### src/rtl/obj_pkg.sv
// Shared types and constants for the OBJ row fetch stage.
package obj_pkg;

    localparam int unsigned SCREEN_W = 240;
    localparam int unsigned PPW_4BPP = 8;
    localparam int unsigned PPW_8BPP = 4;
    localparam int unsigned PIX_W    = 8;

    typedef enum logic [1:0] {
        ST_IDLE,
        ST_REQ,
        ST_UNPACK,
        ST_DONE
    } fetch_state_t;

    typedef struct packed {
        logic [9:0] objname;
        logic       palettemode;
        logic [6:0] hsize;
        logic [5:0] row_y;
        logic       hflip;
        logic [8:0] screen_x;
        logic [3:0] pal_bank;
        logic [1:0] obj_pri;
    } obj_row_desc_t;

    // Index of the last pixel inside one VRAM word.
    function automatic logic [2:0] last_pix(input logic palettemode);
        return palettemode ? 3'(PPW_8BPP - 1) : 3'(PPW_4BPP - 1);
    endfunction

endpackage

### src/rtl/obj_pixel_unpacker.sv
// Holds the fetched VRAM word and selects one pixel (nibble or byte) from it.
module obj_pixel_unpacker
    import obj_pkg::*;
#(
    parameter int unsigned DW = 32
) (
    input  logic             clock,
    input  logic             reset_n,
    input  logic             capture,
    input  logic [DW-1:0]    rdata,
    input  logic [2:0]       idx,
    input  logic             hflip,
    input  logic             palettemode,
    input  logic [3:0]       pal_bank,
    output logic [PIX_W-1:0] pix_c,
    output logic             opaque_c
);

    logic [DW-1:0] word_q;
    logic [DW-1:0] word;
    logic [2:0]    nib_sel;
    logic [1:0]    byte_sel;
    logic [3:0]    nib;
    logic [7:0]    byt;

    // Captured word register; loaded on the VRAM ack cycle.
    always_ff @(posedge clock) begin
        if (!reset_n) begin
            word_q <= '0;
        end else if (capture) begin
            word_q <= rdata;
        end
    end

    // On the ack cycle the first pixel comes straight from the read data.
    always_comb begin
        word     = capture ? rdata : word_q;
        nib_sel  = hflip ? (3'd7 - idx) : idx;
        byte_sel = hflip ? (2'd3 - idx[1:0]) : idx[1:0];
        nib      = word[{nib_sel, 2'b00} +: 4];
        byt      = word[{byte_sel, 3'b000} +: 8];
        if (palettemode) begin
            pix_c    = byt;
            opaque_c = |byt;
        end else begin
            pix_c    = {pal_bank, nib};
            opaque_c = |nib;
        end
    end

endmodule

### src/rtl/obj_row_fetcher.sv
// Fetches one sprite row from VRAM word by word and writes its pixels to the OBJ line buffer.
module obj_row_fetcher #(
    parameter int unsigned SCREEN_W = obj_pkg::SCREEN_W,
    parameter int unsigned VRAM_AW  = 15,
    parameter int unsigned VRAM_DW  = 32
) (
    input  logic               clock,
    input  logic               reset_n,
    input  logic               start,
    input  logic [9:0]         objname,
    input  logic               palettemode,
    input  logic [6:0]         hsize,
    input  logic [5:0]         row_y,
    input  logic               hflip,
    input  logic [8:0]         screen_x,
    input  logic [3:0]         pal_bank,
    input  logic [1:0]         obj_pri,
    output logic [5:0]         au_x,
    output logic [5:0]         au_y,
    input  logic [VRAM_AW-1:0] au_addr,
    output logic               vram_req,
    output logic [VRAM_AW-1:0] vram_addr,
    input  logic               vram_ack,
    input  logic [VRAM_DW-1:0] vram_rdata,
    output logic               lb_we,
    output logic [8:0]         lb_x,
    output logic [7:0]         lb_data,
    output logic [1:0]         lb_pri,
    output logic               busy,
    output logic               done
);

    import obj_pkg::fetch_state_t;
    import obj_pkg::ST_IDLE;
    import obj_pkg::ST_REQ;
    import obj_pkg::ST_UNPACK;
    import obj_pkg::ST_DONE;
    import obj_pkg::obj_row_desc_t;
    import obj_pkg::PPW_4BPP;
    import obj_pkg::PPW_8BPP;
    import obj_pkg::PIX_W;
    import obj_pkg::last_pix;

    fetch_state_t  state_q, state_d;
    obj_row_desc_t desc_q, desc_d;
    logic [5:0]    au_x_d;
    logic [3:0]    words_left_q, words_left_d;
    logic [2:0]    pix_q, pix_d;
    logic [8:0]    x_q, x_d;
    logic          vram_req_d, lb_we_d, busy_d, done_d;
    logic [8:0]    lb_x_d;
    logic [7:0]    lb_data_d;
    logic [1:0]    lb_pri_d;

    logic             capture;
    logic             emit;
    logic [2:0]       sel_idx;
    logic [PIX_W-1:0] pix_val;
    logic             pix_opaque;
    logic [6:0]       ppw_in;
    logic [4:0]       nwords_in;
    logic [5:0]       ppw_q;
    logic             unused_desc;

    assign ppw_in    = palettemode ? 7'(PPW_8BPP) : 7'(PPW_4BPP);
    assign nwords_in = palettemode ? hsize[6:2] : {1'b0, hsize[6:3]};
    assign ppw_q     = desc_q.palettemode ? 6'(PPW_8BPP) : 6'(PPW_4BPP);

    // Address is only presented while a read is outstanding.
    assign vram_addr = vram_req ? au_addr : '0;
    assign au_y      = desc_q.row_y;

    // Fields kept for completeness of the latched descriptor but consumed elsewhere.
    assign unused_desc = ^{desc_q.objname, desc_q.hsize, desc_q.screen_x};

    obj_pixel_unpacker #(
        .DW (VRAM_DW)
    ) u_unpacker (
        .clock       (clock),
        .reset_n     (reset_n),
        .capture     (capture),
        .rdata       (vram_rdata),
        .idx         (sel_idx),
        .hflip       (desc_q.hflip),
        .palettemode (desc_q.palettemode),
        .pal_bank    (desc_q.pal_bank),
        .pix_c       (pix_val),
        .opaque_c    (pix_opaque)
    );

    // State, counters and registered outputs.
    always_ff @(posedge clock) begin
        if (!reset_n) begin
            state_q      <= ST_IDLE;
            desc_q       <= '0;
            au_x         <= '0;
            words_left_q <= '0;
            pix_q        <= '0;
            x_q          <= '0;
            vram_req     <= 1'b0;
            lb_we        <= 1'b0;
            lb_x         <= '0;
            lb_data      <= '0;
            lb_pri       <= '0;
            busy         <= 1'b0;
            done         <= 1'b0;
        end else begin
            state_q      <= state_d;
            desc_q       <= desc_d;
            au_x         <= au_x_d;
            words_left_q <= words_left_d;
            pix_q        <= pix_d;
            x_q          <= x_d;
            vram_req     <= vram_req_d;
            lb_we        <= lb_we_d;
            lb_x         <= lb_x_d;
            lb_data      <= lb_data_d;
            lb_pri       <= lb_pri_d;
            busy         <= busy_d;
            done         <= done_d;
        end
    end

    // Next-state and next-output decode; outputs are set up one cycle ahead of the state they belong to.
    always_comb begin
        state_d      = state_q;
        desc_d       = desc_q;
        au_x_d       = au_x;
        words_left_d = words_left_q;
        pix_d        = pix_q;
        x_d          = x_q;
        vram_req_d   = 1'b0;
        lb_we_d      = 1'b0;
        lb_x_d       = lb_x;
        lb_data_d    = '0;
        lb_pri_d     = '0;
        busy_d       = 1'b1;
        done_d       = 1'b0;
        capture      = 1'b0;
        emit         = 1'b0;
        sel_idx      = pix_q + 3'd1;

        case (state_q)
            ST_IDLE: begin
                busy_d = 1'b0;
                if (start) begin
                    desc_d.objname     = objname;
                    desc_d.palettemode = palettemode;
                    desc_d.hsize       = hsize;
                    desc_d.row_y       = row_y;
                    desc_d.hflip       = hflip;
                    desc_d.screen_x    = screen_x;
                    desc_d.pal_bank    = pal_bank;
                    desc_d.obj_pri     = obj_pri;
                    au_x_d             = hflip ? 6'(hsize - ppw_in) : 6'd0;
                    words_left_d       = 4'(nwords_in - 5'd1);
                    x_d                = screen_x;
                    vram_req_d         = 1'b1;
                    busy_d             = 1'b1;
                    state_d            = ST_REQ;
                end
            end
            ST_REQ: begin
                vram_req_d = 1'b1;
                if (vram_ack) begin
                    capture    = 1'b1;
                    sel_idx    = 3'd0;
                    emit       = 1'b1;
                    pix_d      = 3'd0;
                    vram_req_d = 1'b0;
                    state_d    = ST_UNPACK;
                end
            end
            ST_UNPACK: begin
                if (pix_q == last_pix(desc_q.palettemode)) begin
                    if (words_left_q == 4'd0) begin
                        done_d  = 1'b1;
                        state_d = ST_DONE;
                    end else begin
                        words_left_d = words_left_q - 4'd1;
                        au_x_d       = desc_q.hflip ? (au_x - ppw_q) : (au_x + ppw_q);
                        vram_req_d   = 1'b1;
                        state_d      = ST_REQ;
                    end
                end else begin
                    emit  = 1'b1;
                    pix_d = pix_q + 3'd1;
                end
            end
            ST_DONE: begin
                busy_d  = 1'b0;
                state_d = ST_IDLE;
            end
            default: begin
                busy_d  = 1'b0;
                state_d = ST_IDLE;
            end
        endcase

        if (emit) begin
            lb_we_d   = pix_opaque && (32'(x_q) < SCREEN_W);
            lb_x_d    = x_q;
            lb_data_d = pix_val;
            lb_pri_d  = desc_q.obj_pri;
            x_d       = x_q + 9'd1;
        end
    end

endmodule

### config.mk
export PLATFORM = sky130hd
export DESIGN_NAME = obj_row_fetcher
export DESIGN_NICKNAME = d
export VERILOG_FILES = /design/src/rtl/obj_pkg.sv /design/src/rtl/obj_pixel_unpacker.sv /design/src/rtl/obj_row_fetcher.sv
export SDC_FILE = /design/constraint.sdc
export NUM_CORES = 1
export LEC_CHECK = 0
export BUFFER_PORTS_ARGS = -buffer_cell sky130_fd_sc_hd__buf_2
export CORE_UTILIZATION = 54
export CTS_CLUSTER_SIZE = 20
export DETAILED_ROUTE_END_ITERATION = 12
export GPL_ROUTABILITY_DRIVEN = 0
export PLACE_DENSITY = 0.91
export RECOVER_POWER = 50
export SLEW_MARGIN = 40
export SYNTH_ARGS = -nofsm -noshare
export SYNTH_HDL_FRONTEND = slang
export SYNTH_SLANG_ARGS = --single-unit
### constraint.sdc
create_clock -name clock -period 2.9 [get_ports clock]
set_input_delay 0.435 -clock clock [delete_from_list [all_inputs] [get_ports clock]]
set_output_delay 0.435 -clock clock [all_outputs]
set_load 0.005 [all_outputs]
# [Yosys cells after proc, flatten, opt, wreduce, memory -nomap -nowiden]
# Index checks and enable logic that the tools add are counted.
[op_classes] add_sub_neg=9 order_cmp=1 eq_ne=9 shift=2 muxes=44 reduce_logical=16
[ops] operator="two-way mux 32 bit" count=1
[ops] operator="indexed part select 32 x 6 -> 4 bit" count=1
[ops] operator="indexed part select 32 x 6 -> 8 bit" count=1
[ops] operator="two-way mux 6 bit" count=5
[ops] operator="two-way mux 9 bit" count=3
[ops] operator="two-way mux 4 bit" count=6
[ops] operator="two-way mux 3 bit" count=6
[ops] operator="two-way mux 15 bit" count=1
[ops] operator="case mux 6 bit (2 select lines)" count=1
[ops] operator="subtractor 6 x 4 -> 6 bit" count=2
[ops] operator="two-way mux 2 bit" count=5
[ops] operator="inequality test 2 bit, second input constant" count=5
[ops] operator="adder 9 x 1 -> 9 bit, second input constant" count=1
[ops] operator="less-than comparator 9 x 8 -> 1 bit, second input constant" count=1
[ops] operator="two-way mux 1 bit" count=9
[ops] operator="AND reduction 3 bit" count=3
[ops] operator="two-way mux 8 bit" count=1
[ops] operator="case mux 2 bit (4 select lines)" count=1
[ops] operator="case mux 4 bit (2 select lines)" count=1
[ops] operator="nonzero test 2 bit" count=4
[ops] operator="OR reduction 8 bit" count=1
[ops] operator="subtractor 4 x 1 -> 4 bit, second input constant" count=2
[ops] operator="adder 6 x 4 -> 6 bit" count=1
[ops] operator="case mux 3 bit (2 select lines)" count=1
[ops] operator="14 further kinds" count=18
[word_totals] register_bits=93 input_bits=91 elab_cells=99

# [Logic depth before layout (Yosys ltp)]
# Gate-level depths: netlist of run 1.
[logic_depth] depth_word=9 mapped_depth=12

# [Modules after synthesis]
# Synthesis of run 1 repeated with hierarchy kept, for this count alone.
[unflattened] cells_unflattened=561 area_unflattened_um2=4959.8
[modules_own_cells] module="obj_row_fetcher" instances=1 cells_per_inst=354 area_each_um2=3009.1 seq_area_each_um2=1221.2
[modules_own_cells] module="obj_pixel_unpacker" instances=1 cells_per_inst=207 area_each_um2=1950.6 seq_area_each_um2=640.6

# [Worst setup path after synthesis of run 1]
# OpenSTA, ideal clock, no wires.
[synth_path] path_type="flip-flop to flip-flop" start="register pix_q[0]" end="register lb_we" arrival_time_ns=2.038 required_ns=2.766 slack_ns=0.729 path_stages_with_launch=9 n_path_buf=1 synth_period_minus_slack_ns=2.171 cell_sequence="dfxtp_1 -> ha_1 -> buf_6 -> xnor2_1 -> mux2_1 -> o21ai_1 -> o211ai_1 -> nor4_1 -> a311oi_2"
[synth_between] elab_chain_len=9 word_cells_on_any_way=17 cone_classes="add/sub: 3; eq/ne: 1; shift: 2; mux: 7; reduce/logical: 4"
[synth_rtl] element="start, declared" line="obj_row_fetcher.sv:48" text="logic [2:0] pix_q, pix_d;"
[synth_rtl] element="start signal, assigned" line="obj_row_fetcher.sv:112" text="pix_q <= pix_d;"
[synth_rtl] element="adder 3 x 1 -> 3 bit" line="obj_row_fetcher.sv:141" text="sel_idx = pix_q + 3'd1;"
[synth_rtl] element="two-way mux 3 bit" line="obj_row_fetcher.sv:165" text="if (vram_ack) begin"
[synth_rtl] element="two-way mux 3 bit" line="obj_row_fetcher.sv:143" text="case (state_q)"
[synth_rtl] element="subtractor 3 bit / subtractor 2 bit (equally long branches)" line="obj_pixel_unpacker.sv:38, obj_pixel_unpacker.sv:39"
[synth_rtl] element="two-way mux 3 bit / two-way mux 2 bit (equally long branches)" line="obj_pixel_unpacker.sv:38, obj_pixel_unpacker.sv:39"
[synth_rtl] element="indexed part select 32 x 6 -> 4 bit / indexed part select 32 x 6 -> 8 bit (equally long branches)" line="obj_pixel_unpacker.sv:40, obj_pixel_unpacker.sv:41"
[synth_rtl] element="OR reduction 4 bit / OR reduction 8 bit (equally long branches)" line="obj_pixel_unpacker.sv:47, obj_pixel_unpacker.sv:44"
[synth_rtl] element="two-way mux 1 bit" line="obj_pixel_unpacker.sv:42" text="if (palettemode) begin"
[synth_rtl] element="logical AND 1 bit" line="obj_row_fetcher.sv:201" text="lb_we_d = pix_opaque && (32'(x_q) < SCREEN_W);"
[synth_rtl] element="end signal, assigned" line="obj_row_fetcher.sv:115" text="lb_we <= lb_we_d;"
[synth_rtl] element="end, declared" line="obj_row_fetcher.sv:25" text="output logic lb_we,"
# Parallel ways exist; a longest one is shown, timed or not.
# A chain may end at the register's enable or synchronous reset.

# [Worst setup path after layout of run 1]
[layout_path] start="register state_q[1]" end="register lb_we"
[layout_between] elab_chain_len=8 word_cells_on_any_way=17 cone_classes="add/sub: 2; eq/ne: 2; shift: 2; mux: 7; reduce/logical: 4"
[layout_rtl] element="start, declared" line="obj_row_fetcher.sv:44" text="fetch_state_t state_q, state_d;"
[layout_rtl] element="start signal, assigned" line="obj_row_fetcher.sv:108" text="state_q <= state_d;"
[layout_rtl] element="== test 2 x 1 -> 1 bit" line="obj_row_fetcher.sv:143"
[layout_rtl] element="two-way mux 3 bit" line="obj_row_fetcher.sv:143"
[layout_rtl] element="subtractor 3 bit / subtractor 2 bit (equally long branches)" line="obj_pixel_unpacker.sv:38, obj_pixel_unpacker.sv:39"
[layout_rtl] element="two-way mux 3 bit / two-way mux 2 bit (equally long branches)" line="obj_pixel_unpacker.sv:38, obj_pixel_unpacker.sv:39"
[layout_rtl] element="indexed part select 32 x 6 -> 4 bit / indexed part select 32 x 6 -> 8 bit (equally long branches)" line="obj_pixel_unpacker.sv:40, obj_pixel_unpacker.sv:41"
[layout_rtl] element="OR reduction 4 bit / OR reduction 8 bit (equally long branches)" line="obj_pixel_unpacker.sv:47, obj_pixel_unpacker.sv:44"
[layout_rtl] element="two-way mux 1 bit" line="obj_pixel_unpacker.sv:42"
[layout_rtl] element="logical AND 1 bit" line="obj_row_fetcher.sv:201"
# Parallel ways exist; a longest one is shown, timed or not.

==> results_dict.tcl, run 1 <==
set metrics [dict create \
    tightest_slew_ns 0.9676 \
    avgRoutedWirePerCell_um 15.75 \
    synth_area_um2 5722 \
    grt_first_pass_wirelength_mm 25.34 \
    postCtsSetupRepairBufs 0 \
    power.density_nw_per_um2 717.8 \
    relSlewSlack_pct 35.45 \
    cts_sinks 93 \
    outcome "completed" \
    ant_nets 0 \
    cp-endpoint "lb_we" \
    final_cell_mix "nand2_1 (144), buf_2 (112), a21oi_1 (95)" \
    syn_area_per_cell_um2 7.753 \
    startpoint_type "flip-flop" \
    worstRegToRegCells 11 \
    final_hold_viol_count 0 \
    maxCapViolCount 0 \
    syn_nets 843 \
    ys_ff_latch 93 \
    clk_latency_ns 0.38 \
    post-route-period-util_pct 90.68 \
    ys_seq_area_share_pct 32.54 \
    antenna_found_initial 0 \
    drive_gt1_share_pct 22.39 \
    whs_ns 0.2844 \
    ios 141 \
    fin_ws_ns 0.2704 \
    initial_core_util_pct 55.67 \
    rows 37 \
    irDropWorstVdd_mv 0.4055 \
    multi_input_area_um2 3440 \
    antenna_cells 0 \
    dr.pass1.iters 6 \
    nNetsFinal 944 \
    vias 5960 \
    die_h_um 104.9 \
    grt_pass1_vias 5368 \
    grt_use_total_pct 28.31 \
    postCtsHoldBufs 0 \
    dieWidth_um 104.9 \
    grt_max_degree 49 \
    cts_tree "built" \
    final_common_cell "nand2_1" \
    end_kind "flip-flop" \
    reg2reg_slack_ns 0.27 \
    via_per_inst 6.082 \
    synth_ff_type "dfxtp_1" \
    holdPathStages 3 \
    regToRegEndpoint "lb_we" \
    clk_pin_slew_ns 0.11 \
    synth_edf_count 0 \
    max_freq_mhz 380.3 \
    synth-async-reset-ratio_pct 0 \
    fillCellCount 925 \
    fin_setup_tns_ns 0 \
    hold_path.class "in -> reg" \
    r2r_start "state_q[1]" \
    drcViolationCount 0 \
    power_leakage_uw 0.002611 \
    setup_violations 0 \
    post-place-ws_ns 0.2882 \
    wirelength_mm 15.44 \
    dieArea_um2 11010 \
    grt_setup_unrepaired "false" \
    dp_hpwl_mm 10.93 \
    yosysWarnings 0 \
    finalClockSkew_ns 0.01076 \
    ys_types 71 \
    syn2layout_area_growth_pct 15.09 \
    cp.required_ns 3.15 \
    seq_area_um2 1863 \
    overflow 0 \
    htree_levels 3 \
    numCtsBuffers 9 \
    cts_resized 0 \
    cp_max_fo 24 \
    syn_inst 738 \
    crit_start "state_q[1]" \
    setup.worst_path.class "reg -> reg" \
    period_minus_slack_ns 2.630 \
    place_inst 964 \
    fin_cells 980 \
    slew_viol_final 0 \
    core_um2 10280 \
    cts-root-buf "clkbuf_8" \
    crit_arrival_ns 2.88 \
    clockBufferDepth 2 \
    io_buffer_count 130 \
    drt_iter0_drc 607 \
]
==> Yosys cell counts (4+ instances only) <==
| library cell | count | area [µm²] |
|---|---|---|
| o211ai_1 | 7 | 52.55 |
| a221oi_1 | 8 | 70.07 |
| a211oi_2 | 4 | 50.05 |
| buf_2 | 21 | 105.1 |
| mux2_2 | 4 | 45.04 |
| o31ai_1 | 4 | 30.03 |
| a22oi_1 | 5 | 37.54 |
| nor4_1 | 4 | 25.02 |
| a31oi_1 | 8 | 50.05 |
| mux4_2 | 4 | 90.09 |
| a21oi_1 | 95 | 475.5 |
| a211oi_1 | 11 | 82.58 |
| buf_4 | 11 | 82.58 |
| nor3_1 | 15 | 75.07 |
| clkbuf_1 | 22 | 82.58 |
| dfxtp_1 | 93 | 1862 |
| o21ai_1 | 12 | 60.06 |
| nor2_1 | 54 | 202.7 |
| o221ai_1 | 9 | 78.83 |
| xor2_1 | 4 | 35.03 |
| and3_1 | 8 | 50.05 |
| or3_1 | 4 | 25.02 |
| o21ai_0 | 16 | 80.08 |
| ha_1 | 13 | 162.7 |
| xnor2_1 | 5 | 43.79 |
| and2_1 | 19 | 118.9 |
| nand2b_1 | 6 | 37.54 |
| o22ai_1 | 5 | 31.28 |
| nand2_1 | 144 | 540.5 |
| mux2i_1 | 23 | 230.2 |
| nand3_1 | 16 | 80.08 |
| buf_6 | 9 | 101.4 |
| inv_1 | 11 | 41.29 |
| nor2b_1 | 6 | 37.54 |
==> area by class of cell <==
cell class | count | area share, %
multi-input combinational | 567 | 52.23
tap | 136 | 2.584
clock buffer | 9 | 1.881
sequential | 93 | 28.29
inverter | 12 | 0.6840
clock inverter | 7 | 1.311
timing repair buffer | 156 | 13.02
==> through the flow <==
stage	utilization, %	instance area, µm²	power [µW]
final	64.07	6585	4727
after global routing	64.07	6585	5045
after CTS	64.23	6601	4706
after detailed placement	62.19	6391	3768
after global placement	62.19	6391	3706
after floorplan	-	5722	3249
==> worst min-delay path by stage <==
stage | from | end | slack (ns)
global route | row_y[4] | au_y[4] | 0.28
global placement | desc_q[0] | desc_q[0] | 0.44
detailed placement | desc_q[1] | desc_q[1] | 0.44
floorplan | desc_q[0] | desc_q[0] | 0.43
finish | row_y[4] | au_y[4] | 0.28
CTS | row_y[4] | au_y[4] | 0.28
==> worst max-delay path: stages (launching register included) <==
cell and delay, ns:
dfxtp_1 0.44, inv_1 0.11, ha_1 0.20, and2_2 0.36
buf_12 0.23, buf_4 0.15, a21oi_2 0.14, nand2_1 0.09
a221oi_2 0.33, nand2_1 0.08, nor4_1 0.31, a311oi_2 0.06
==> per-layer routing <==
layer | up-vias | routed length [µm] | GRT usage [%]
met3 | 50 | 1422 | 4.741
met5 | - | 0 | 0
met2 | 358 | 7051 | 45.03
met4 | 0 | 527 | 13.98
li1 | 2817 | - | -
met1 | 2735 | 6435 | 37.13
==> power by group <==
group	internal, µW	switching (µW)
Sequential	1510	239
Combinational	833	1210
Clock	420	522
==> registers in the layout, summed over array words and instances, names as in the netlist, 2 cells and up <==
signal,cells
lb_data,8
pix_q,3
lb_pri,2
desc_q,8
state_q,2
au_x,6
x_q,9
au_y,6
words_left_q,4
u_unpacker.word_q,32
lb_x,9
==> cells by family after synthesis <==
logic type                 after synthesis  synth area share (%)
adders and majority gates               14                 3.193
buffers and inverters                   78                 7.544
and+or+nand+nor                        291                 22.79
muxes                                   33                 6.779
DFF                                     93                 32.54
xor gates and xnor gates                11                 1.946
AOI/OAI and AO/OA                      218                 25.21
Note: power is estimated with default switching activity, not from simulation.
==> inputs of run 2 (changes only) <==
CORE_UTILIZATION = 53   (was 54)
SYNTH_HIERARCHICAL = 1   (was not set)
==> results_dict.tcl, run 2 <==
set metrics [dict create \
    setup.worst_path.class "reg -> reg" \
    syn_nets 667 \
    hold_path.class "in -> reg" \
    yosys-top-cells-area "dfxtp_1 (38%), mux2i_1 (8.9%), a21oi_1 (5.2%), nor2b_1 (5.2%), nand2_1 (4.7%)" \
    synth_top_area_share_pct 37.54 \
    nNetsFinal 797 \
    path_cells "inv_1, ha_1, and2_2, nor2_4, buf_4, xor2_1, buf_4, nor3_1, a211oi_1, o211ai_1, and4bb_1, a31oi_1, nand3b_1, nor3_1" \
    ys_seq_area_share_pct 37.54 \
    post-route-period-util_pct 98.05 \
    reg_top3 "u_unpacker/word_q: 32 flops, lb_x: 9 flops, x_q: 9 flops" \
    yosysWarnings 6 \
    core_um2 8891 \
    crit_family "simple AND/OR/NAND/NOR gates" \
    htree_levels 3 \
    cts-root-buf "clkbuf_8" \
    synth_ff_type "dfxtp_1" \
    dieArea_um2 9749 \
    drcViolationCount 0 \
    finalClockSkew_ns 0.01262 \
    multi_input_area_um2 2890 \
    r2r_start "state_q[1]" \
    period_minus_slack_ns 2.843 \
    cts_sinks 93 \
    maxCapViolCount 0 \
    drt_iter0_drc 304 \
    synth_area_um2 4960 \
    cp_num_buf_inv 3 \
    synth_area_leader_cell "dfxtp_1" \
    power.net_switching_uw 1821 \
    postCtsSetupRepairBufs 0 \
    seq_area_um2 1862 \
    synth-async-reset-ratio_pct 0 \
    setup_violations 0 \
    crit_arrival_ns 3.08 \
    largest_reg_flops 32 \
    vias 4639 \
    irDropWorstVdd_mv 0.4860 \
    cp.required_ns 3.13 \
    largest_register "u_unpacker/word_q" \
    startpoint_type "flip-flop" \
    clk_pin_slew_ns 0.09 \
    crit_start "state_q[1]" \
    slew_viol_final 0 \
    initial_core_util_pct 55.78 \
    overflow 0 \
    whs_ns 0.3038 \
    grt_first_pass_wirelength_mm 20.45 \
    dp_hpwl_mm 9.362 \
    drive_gt1_share_pct 26.72 \
    p_comb_share_pct 47.0 \
    yosys-top-cells-count "dfxtp_1 (93), nand2_1 (62), a21oi_1 (52)" \
    outcome "completed" \
    relSlewSlack_pct 57.30 \
    postLayoutCellArea_um2 6000 \
    tightest_slew_ns 0.6404 \
    place_area_um2 5754 \
    grt_use_total_pct 25.95 \
    via_per_inst 5.770 \
    ys_ff_latch 93 \
    postCtsHoldBufs 0 \
    clk_latency_ns 0.37 \
    cp_max_fo 10 \
    final_cell_mix "buf_2 (116), dfxtp_1 (93), nand2_1 (62)" \
    hp-start "row_y[1]" \
    clockPowerShare_pct 17.5 \
    final_hold_viol_count 0 \
    synth_edf_count 0 \
    die_h_um 98.74 \
    cpPeakStageDelay_ns 0.36 \
    syn_area_per_cell_um2 8.841 \
    max_freq_mhz 351.7 \
    cp_slowest_cell "dfxtp_1" \
    power_switching_share_pct 39.81 \
    ant_nets 0 \
    total_power_uw 4574 \
    antenna_found_initial 0 \
    end_kind "flip-flop" \
    wirelength_mm 12.78 \
    rows 34 \
    grt_max_degree 50 \
    syn2layout_area_growth_pct 20.96 \
    numCtsBuffers 9 \
    power.density_nw_per_um2 762.4 \
    avgRoutedWirePerCell_um 15.90 \
    syn_inst 561 \
    ys_types 64 \
    final_common_cell "buf_2" \
    dieWidth_um 98.74 \
    seqPwrFrac_pct 35.5 \
    dr.pass1.iters 5 \
    antenna_cells 0 \
    internal_power_uw 2753 \
    io_buffer_count 130 \
    cts_tree "built" \
    power_leakage_uw 0.002498 \
    clockBufferDepth 2 \
    grt_pass1_vias 4398 \
    yosysMostFrequentCell "dfxtp_1" \
    fillCellCount 705 \
    ios 141 \
]
[run 2: what timing repair did]
item                                    CTS  global route
endpoints found under the hold margin     0             0
endpoints found under the setup margin    1             1
gates resized for setup                   3            15
[run 2: through the flow]
| step | TNS [ns] | setup slack (ns) | util [%] | cells |
|---|---|---|---|---|
| 2_1_floorplan | 0 | 0.06191 | - | 561 |
| 3_3_place_gp | 0 | 0.07630 | 64.72 | 788 |
| 3_5_place_dp | 0 | 0.02541 | 64.72 | 788 |
| 4_1_cts | 0 | 0.04023 | 66.87 | 804 |
| 5_1_grt | -0.06165 | -0.06165 | 67.48 | 804 |
| 6_report | 0 | 0.05665 | 67.48 | 804 |
[run 2: path summary, 6_finish.rpt]
path	end	slack, ns	depth (start not counted)
max	lb_we	0.06	14
min	au_y[1]	0.30	3
max reg2reg	lb_we	0.06	14
min reg2reg	lb_x[5]	0.46	2
[run 2: power by group through the flow]
stage	registers (µW)	logic [µW]	clock network [µW]
after detailed placement	1650	2060	0
final	1620	2150	800
after CTS	1620	2080	801
after global placement	1630	1960	0
after global routing	1650	2340	861
after floorplan	1620	1490	0
[run 2: area by class of cell]
| class | count | share of cell area [%] |
|---|---|---|
| multi-input combinational | 411 | 48.18 |
| sequential | 93 | 31.03 |
| timing repair buffer | 160 | 14.58 |
| clock buffer | 11 | 2.357 |
| tap | 108 | 2.252 |
| inverter | 16 | 1.001 |
| clock inverter | 5 | 0.6048 |
[run 2: cells by family after synthesis]
logic type / Yosys count / share of synthesized area [%]
and+or+nand+nor: 213 / 22.45
adders and majority gates: 15 / 3.935
AOI/OAI and AO/OA: 116 / 15.36
buffers and inverters: 57 / 5.600
DFF: 93 / 37.54
xor gates and xnor gates: 13 / 2.598
muxes: 54 / 12.51
[run 2: worst register-to-register path, cell delays in order (launching register included)]
cell	delay, ns
dfxtp_1	0.36
inv_1	0.07
ha_1	0.19
and2_2	0.24
nor2_4	0.15
buf_4	0.16
xor2_1	0.29
buf_4	0.24
nor3_1	0.07
a211oi_1	0.31
o211ai_1	0.17
and4bb_1	0.28
a31oi_1	0.05
nand3b_1	0.10
nor3_1	0.04
[run 2: metal layers]
metal  wire (µm)  vias up  GRT usage (%)
li1            -     2239              -
met1        5355     2180          33.02
met2        6456      192          45.07
met3         709       28          3.617
met4         259        0          9.300
met5           0        -              0
